--- src/rtl/spi_raspberry_master.sv ---
// SPI mode-0 master, LSB first, for the Raspberry SPI link.
// Frame: CS lead, BITS clock periods, CS trail, then an inter-frame gap.
module spi_raspberry_master #(
  parameter int BITS     = 512,
  parameter int CLK_DIV  = 20,
  parameter int CS_LEAD  = 20,
  parameter int CS_TRAIL = 20,
  parameter int CS_GAP   = 40
) (
  input  logic            clk,
  input  logic            reset,
  input  logic            start,
  input  logic [BITS-1:0] data_tx,
  input  logic            spi_miso,
  output logic            spi_cs,
  output logic            spi_clk,
  output logic            spi_mosi,
  output logic [BITS-1:0] data_rx,
  output logic            busy,
  output logic            done
);

  localparam int M1   = (CLK_DIV > CS_LEAD) ? CLK_DIV : CS_LEAD;
  localparam int M2   = (CS_TRAIL > CS_GAP) ? CS_TRAIL : CS_GAP;
  localparam int MAXP = (M1 > M2) ? M1 : M2;
  localparam int CW   = $clog2(MAXP + 1);
  localparam int BW   = (BITS > 1) ? $clog2(BITS) : 1;

  localparam logic [CW-1:0] LEAD_END  = CW'(CS_LEAD - 1);
  localparam logic [CW-1:0] DIV_END   = CW'(CLK_DIV - 1);
  localparam logic [CW-1:0] TRAIL_END = CW'(CS_TRAIL - 1);
  localparam logic [CW-1:0] GAP_END   = CW'(CS_GAP - 1);
  localparam logic [BW-1:0] LAST_BIT  = BW'(BITS - 1);

  typedef enum logic [2:0] {
    S_IDLE,
    S_LEAD,
    S_LOW,
    S_HIGH,
    S_TRAIL,
    S_GAP
  } state_e;

  state_e          state_q, state_d;
  logic [CW-1:0]   cnt_q, cnt_d;
  logic [BW-1:0]   bit_q, bit_d;
  logic [BITS-1:0] tx_q, tx_d;
  logic [BITS-1:0] rx_q, rx_d;
  logic [BITS-1:0] rxo_q, rxo_d;
  logic            cs_q, cs_d;
  logic            sck_q, sck_d;
  logic            mosi_q, mosi_d;
  logic            busy_q, busy_d;
  logic            done_q, done_d;
  logic            miso_s1_q, miso_s2_q;

  always_ff @(posedge clk or posedge reset) begin
    if (reset) begin
      state_q   <= S_IDLE;
      cnt_q     <= '0;
      bit_q     <= '0;
      tx_q      <= '0;
      rx_q      <= '0;
      rxo_q     <= '0;
      cs_q      <= 1'b1;
      sck_q     <= 1'b0;
      mosi_q    <= 1'b0;
      busy_q    <= 1'b0;
      done_q    <= 1'b0;
      miso_s1_q <= 1'b0;
      miso_s2_q <= 1'b0;
    end else begin
      state_q   <= state_d;
      cnt_q     <= cnt_d;
      bit_q     <= bit_d;
      tx_q      <= tx_d;
      rx_q      <= rx_d;
      rxo_q     <= rxo_d;
      cs_q      <= cs_d;
      sck_q     <= sck_d;
      mosi_q    <= mosi_d;
      busy_q    <= busy_d;
      done_q    <= done_d;
      miso_s1_q <= spi_miso;
      miso_s2_q <= miso_s1_q;
    end
  end

  always_comb begin
    state_d = state_q;
    cnt_d   = cnt_q;
    bit_d   = bit_q;
    tx_d    = tx_q;
    rx_d    = rx_q;
    rxo_d   = rxo_q;
    cs_d    = cs_q;
    sck_d   = sck_q;
    mosi_d  = mosi_q;
    busy_d  = busy_q;
    done_d  = 1'b0;
    unique case (state_q)
      S_IDLE: begin
        if (start) begin
          tx_d    = data_tx;
          rx_d    = '0;
          bit_d   = '0;
          cnt_d   = '0;
          cs_d    = 1'b0;
          mosi_d  = data_tx[0];
          busy_d  = 1'b1;
          state_d = S_LEAD;
        end
      end
      S_LEAD: begin
        if (cnt_q == LEAD_END) begin
          cnt_d   = '0;
          state_d = S_LOW;
        end else begin
          cnt_d = cnt_q + 1'b1;
        end
      end
      S_LOW: begin
        if (cnt_q == DIV_END) begin
          cnt_d   = '0;
          sck_d   = 1'b1;
          state_d = S_HIGH;
        end else begin
          cnt_d = cnt_q + 1'b1;
        end
      end
      S_HIGH: begin
        if (cnt_q == DIV_END) begin
          cnt_d = '0;
          sck_d = 1'b0;
          // LSB-first: the newest sample enters at the top
          rx_d  = {miso_s2_q, rx_q[BITS-1:1]};
          if (bit_q != LAST_BIT) begin
            tx_d    = {1'b0, tx_q[BITS-1:1]};
            mosi_d  = tx_q[1];
            bit_d   = bit_q + 1'b1;
            state_d = S_LOW;
          end else begin
            mosi_d  = 1'b0;
            state_d = S_TRAIL;
          end
        end else begin
          cnt_d = cnt_q + 1'b1;
        end
      end
      S_TRAIL: begin
        if (cnt_q == TRAIL_END) begin
          cnt_d   = '0;
          cs_d    = 1'b1;
          rxo_d   = rx_q;
          done_d  = 1'b1;
          state_d = S_GAP;
        end else begin
          cnt_d = cnt_q + 1'b1;
        end
      end
      S_GAP: begin
        if (cnt_q == GAP_END) begin
          cnt_d   = '0;
          busy_d  = 1'b0;
          state_d = S_IDLE;
        end else begin
          cnt_d = cnt_q + 1'b1;
        end
      end
      default: state_d = S_IDLE;
    endcase
  end

  assign spi_cs   = cs_q;
  assign spi_clk  = sck_q;
  assign spi_mosi = mosi_q;
  assign data_rx  = rxo_q;
  assign busy     = busy_q;
  assign done     = done_q;

endmodule

--- config.mk ---
export PLATFORM = sky130hd
export DESIGN_NAME = spi_raspberry_master
export DESIGN_NICKNAME = d
export VERILOG_FILES = /design/src/rtl/spi_raspberry_master.sv
export SDC_FILE = /design/constraint.sdc
export NUM_CORES = 2
export LEC_CHECK = 0
export CORE_AREA = 2 2 569 288
export DETAILED_ROUTE_END_ITERATION = 8
export DIE_AREA = 0 0 571 290
export HOLD_SLACK_MARGIN = 0.06
export PLACE_DENSITY = 0.71
export SLEW_MARGIN = 10
export SYNTH_ARGS = -nofsm -noshare
export SYNTH_HDL_FRONTEND = slang
export SYNTH_SLANG_ARGS = --single-unit
--- constraint.sdc ---
create_clock -name clk -period 134 [get_ports clk]
set_input_delay 13.4 -clock clk [delete_from_list [all_inputs] [get_ports clk]]
set_output_delay 13.4 -clock clk [all_outputs]
set_load 0.1 [all_outputs]
==> results.yml <==
sta:
  finalSetupTns_ns: 0
  worst-slew-pin-transition_ns: 1.22
  post-route-min-period_ns: 17.91
  setup_viol: 0
  final_critical_path_setup_slack_ns: 116.09
  maxSlewViolCount: 0
  final.setup_skew_ns: 0.0548
  rsz0062_at_grt: "false"
  hold_slack_ns: 0.376
  worst_slew_margin_rel: 0.188
  number_of_endpoints_with_negative_hold_slack_in_the_final_report: 0
  max_freq_mhz: 55.8
  finalCritPeriodShare: 0.134
drt:
  avgRoutedWirePerCell_um: 20.9
  routed_via_density: 5.21
  detail_route.first_pass.iterations: 5
  dr.first_iter.drc_count: 4296
  wl_um: 184000
  final_antenna_net_count: 0
  vias: 45800
  drc_errors: 0
yosys:
  synth-edff-count: 0
  ys_seq_area_frac: 0.609
  synth_flop_cell: "sky130_fd_sc_hd__dfrtp_1"
  synthesis.yosys.warnings: 0
  synthesized_flop_and_latch_total: 1560
  synth_area_per_cell_sq_um: 11.2
  async_flop_share: 1.00
  syn-cell-area_sq_um: 64100
  synth.net_count: 6235
  netlist-cell-type-count: 49
  postSynthCellCount: 5715
die:
  row_count: 104
  die-height_um: 290
  pin_count: 1033
  core_ar_sq_um: 160000
  dieArea_sq_um: 166000
  initial_core_util: 0.400
  die-width_um: 571
cts:
  worst_setup_hold_path_clk_slew_ns: 0.07
  numClockSinks: 1560
  cts_setup_buffers: 0
  tritoncts: "yes"
  postCtsHoldBufs: 0
  cts.htree.levels: 4
  clock_insertion_delay_worst_skew_ns: 0.79
  cts_root_buffer: "sky130_fd_sc_hd__clkbuf_16"
  clock_path_buffers: 4
  cts-buffers-inserted: 150
  post_cts_resize_count: 0
layout:
  finish.cell_count_without_fillers: 8808
  layout-area-overhead-vs-synth_pct: 25.9
  nets: 7011
  layout-drive-gt1-share: 0.123
  final_core_utilization: 0.503
  postLayoutCellArea_sq_um: 80600
setup_path:
  sort_of_element_at_the_end_of_the_critical_path: "flop"
  crit_path_max_fanout: 255
  cp-endpoint: "rx_q[259]"
  r2r-end: "rx_q[165]"
  worst-endpoint-arrival_ns: 18.50
  worst_r2r_startpoint: "state_q[2]"
  ff2ff_path_depth: 9
  reg2reg_slack_ns: 126.98
  worstSetupPathType: "input pin to flop"
  setup.worst_path.start_class: "input pin"
  worstPathRequired_ns: 134.58
  critical_path.startpoint: "start"
power_and_ir_drop:
  power.static_leakage_nw: 37.6
  total_power_mw: 1.18
  ir_worst_vdd_mv: 0.0105
  power_density_normalized_to_cell_area_nw_per_um2: 14.6
global_routing:
  global_route.overflow_total: 0
  first_global_vias: 45200
  maximum_number_of_pins_on_one_net_before_global_route_repair: 284
  antenna_found_initial: 59
  grt_first_pass_wirelength_um: 280000
  track_usage: 0.217
placed_design:
  placed_area_sq_um: 75800
  post-place-cells: 8512
  gp_routability_congestion: 0.858
  preCtsSetupSlack_ns: 115.26
  place.detailed.hpwl_um: 123000
  port_buffers: 1032
job:
  cap_viol_max_count: 0
run_status:
  status: "completed"
min_path:
  worst_hold_path_type: "flop to flop"
-- state kept, by name, summed over array words and instances, names as in the netlist --
signal	count
rx_q	512
spi_clk	1
data_rx	512
busy	1
spi_mosi	1
miso_s2_q	1
spi_cs	1
bit_q	9
cnt_q	6
state_q	3
miso_s1_q	1
done	1
tx_q	511
-- power by group --
group          switching (mW)  total (mW)  internal (mW)
clock                   0.184       0.419          0.235
sequential             0.0418       0.587          0.545
combinational           0.107       0.170         0.0628
total                   0.333        1.18          0.843
-- how the worst min path moves through the flow --
stage | slack (ns) | cells after the start | start | to
after global placement | 0.34 | 0 | miso_s1_q | miso_s2_q
final | 0.38 | 0 | miso_s1_q | miso_s2_q
after global routing | 0.37 | 0 | miso_s1_q | miso_s2_q
after floorplan | 0.33 | 0 | miso_s1_q | miso_s2_q
after CTS | 0.37 | 0 | miso_s1_q | miso_s2_q
after detailed placement | 0.36 | 0 | miso_s1_q | miso_s2_q
-- cells by family after synthesis --
| logic type | after synthesis | synth area share |
|---|---|---|
| mux | 1027 | 0.171 |
| fa+ha+maj | 4 | 0.000781 |
| compound gates | 1573 | 0.124 |
| flops | 1560 | 0.609 |
| simple gates | 1081 | 0.0655 |
| buf+inv | 470 | 0.0297 |
-- routing by layer --
layer / vias up / part of all wire / global-route usage
met1: 23000 / 0.39 / 0.264
li1: 21300 / - / -
met5: - / 0.00075 / 0
met2: 1105 / 0.50 / 0.357
met4: 20 / 0.061 / 0.135
met3: 395 / 0.045 / 0.0405
-- area by class of cell --
class / instances / area [sq um]
diodes: 48 / 120
multi-input cells: 3685 / 23100
repair buffers: 1087 / 10900
fillers: 14100 / 79500
well taps: 2173 / 2720
clock buffers: 202 / 4290
inverters: 7 / 33.8
clock inverters: 46 / 420
flip-flops and latches: 1560 / 39000
-- cells in the final DEF, fill, tap and decap left out, drive strengths merged, types with 3 or more instances in the layout --
cell type,instances
or4,3
dfrtp,1559
clkinv,32
diode,48
a21oi,10
clkinvlp,3
and3,3
o31ai,5
or2,5
o21ai,1540
nand2,1040
ha,4
clkdlybuf4s50,1029
bufinv,5
nor2,4
mux2,514
inv,13
mux2i,513
clkbuf,202
nand3,8
buf,58
nor4b,3
-- synthesized netlist by cell type, types with 5 or more instances --
cell / instances / area share
sky130_fd_sc_hd__o21ai_1: 490 / 0.038
sky130_fd_sc_hd__mux2_2: 512 / 0.090
sky130_fd_sc_hd__nand2_1: 1040 / 0.061
sky130_fd_sc_hd__buf_1: 17 / 0.0010
sky130_fd_sc_hd__dfrtp_1: 1559 / 0.61
sky130_fd_sc_hd__mux2i_1: 513 / 0.080
sky130_fd_sc_hd__or2_2: 5 / 0.00049
sky130_fd_sc_hd__nand3_1: 8 / 0.00063
sky130_fd_sc_hd__clkbuf_1: 352 / 0.021
sky130_fd_sc_hd__buf_2: 89 / 0.0070
sky130_fd_sc_hd__inv_1: 7 / 0.00041
sky130_fd_sc_hd__a21oi_1: 10 / 0.00078
sky130_fd_sc_hd__o21ai_0: 1050 / 0.082
sky130_fd_sc_hd__o31ai_1: 5 / 0.00059
-- worst max-delay path, cell delays in order --
cell and delay (ns):
sky130_fd_sc_hd__clkdlybuf4s50_1 0.50, sky130_fd_sc_hd__nor4b_2 0.20, sky130_fd_sc_hd__buf_4 0.22, sky130_fd_sc_hd__a31oi_4 0.13
sky130_fd_sc_hd__buf_4 0.59, sky130_fd_sc_hd__buf_12 0.60, sky130_fd_sc_hd__buf_4 0.79, sky130_fd_sc_hd__buf_4 0.87
sky130_fd_sc_hd__buf_4 0.66, sky130_fd_sc_hd__o21ai_0 0.21
Power figures use the tool's default switching activity.
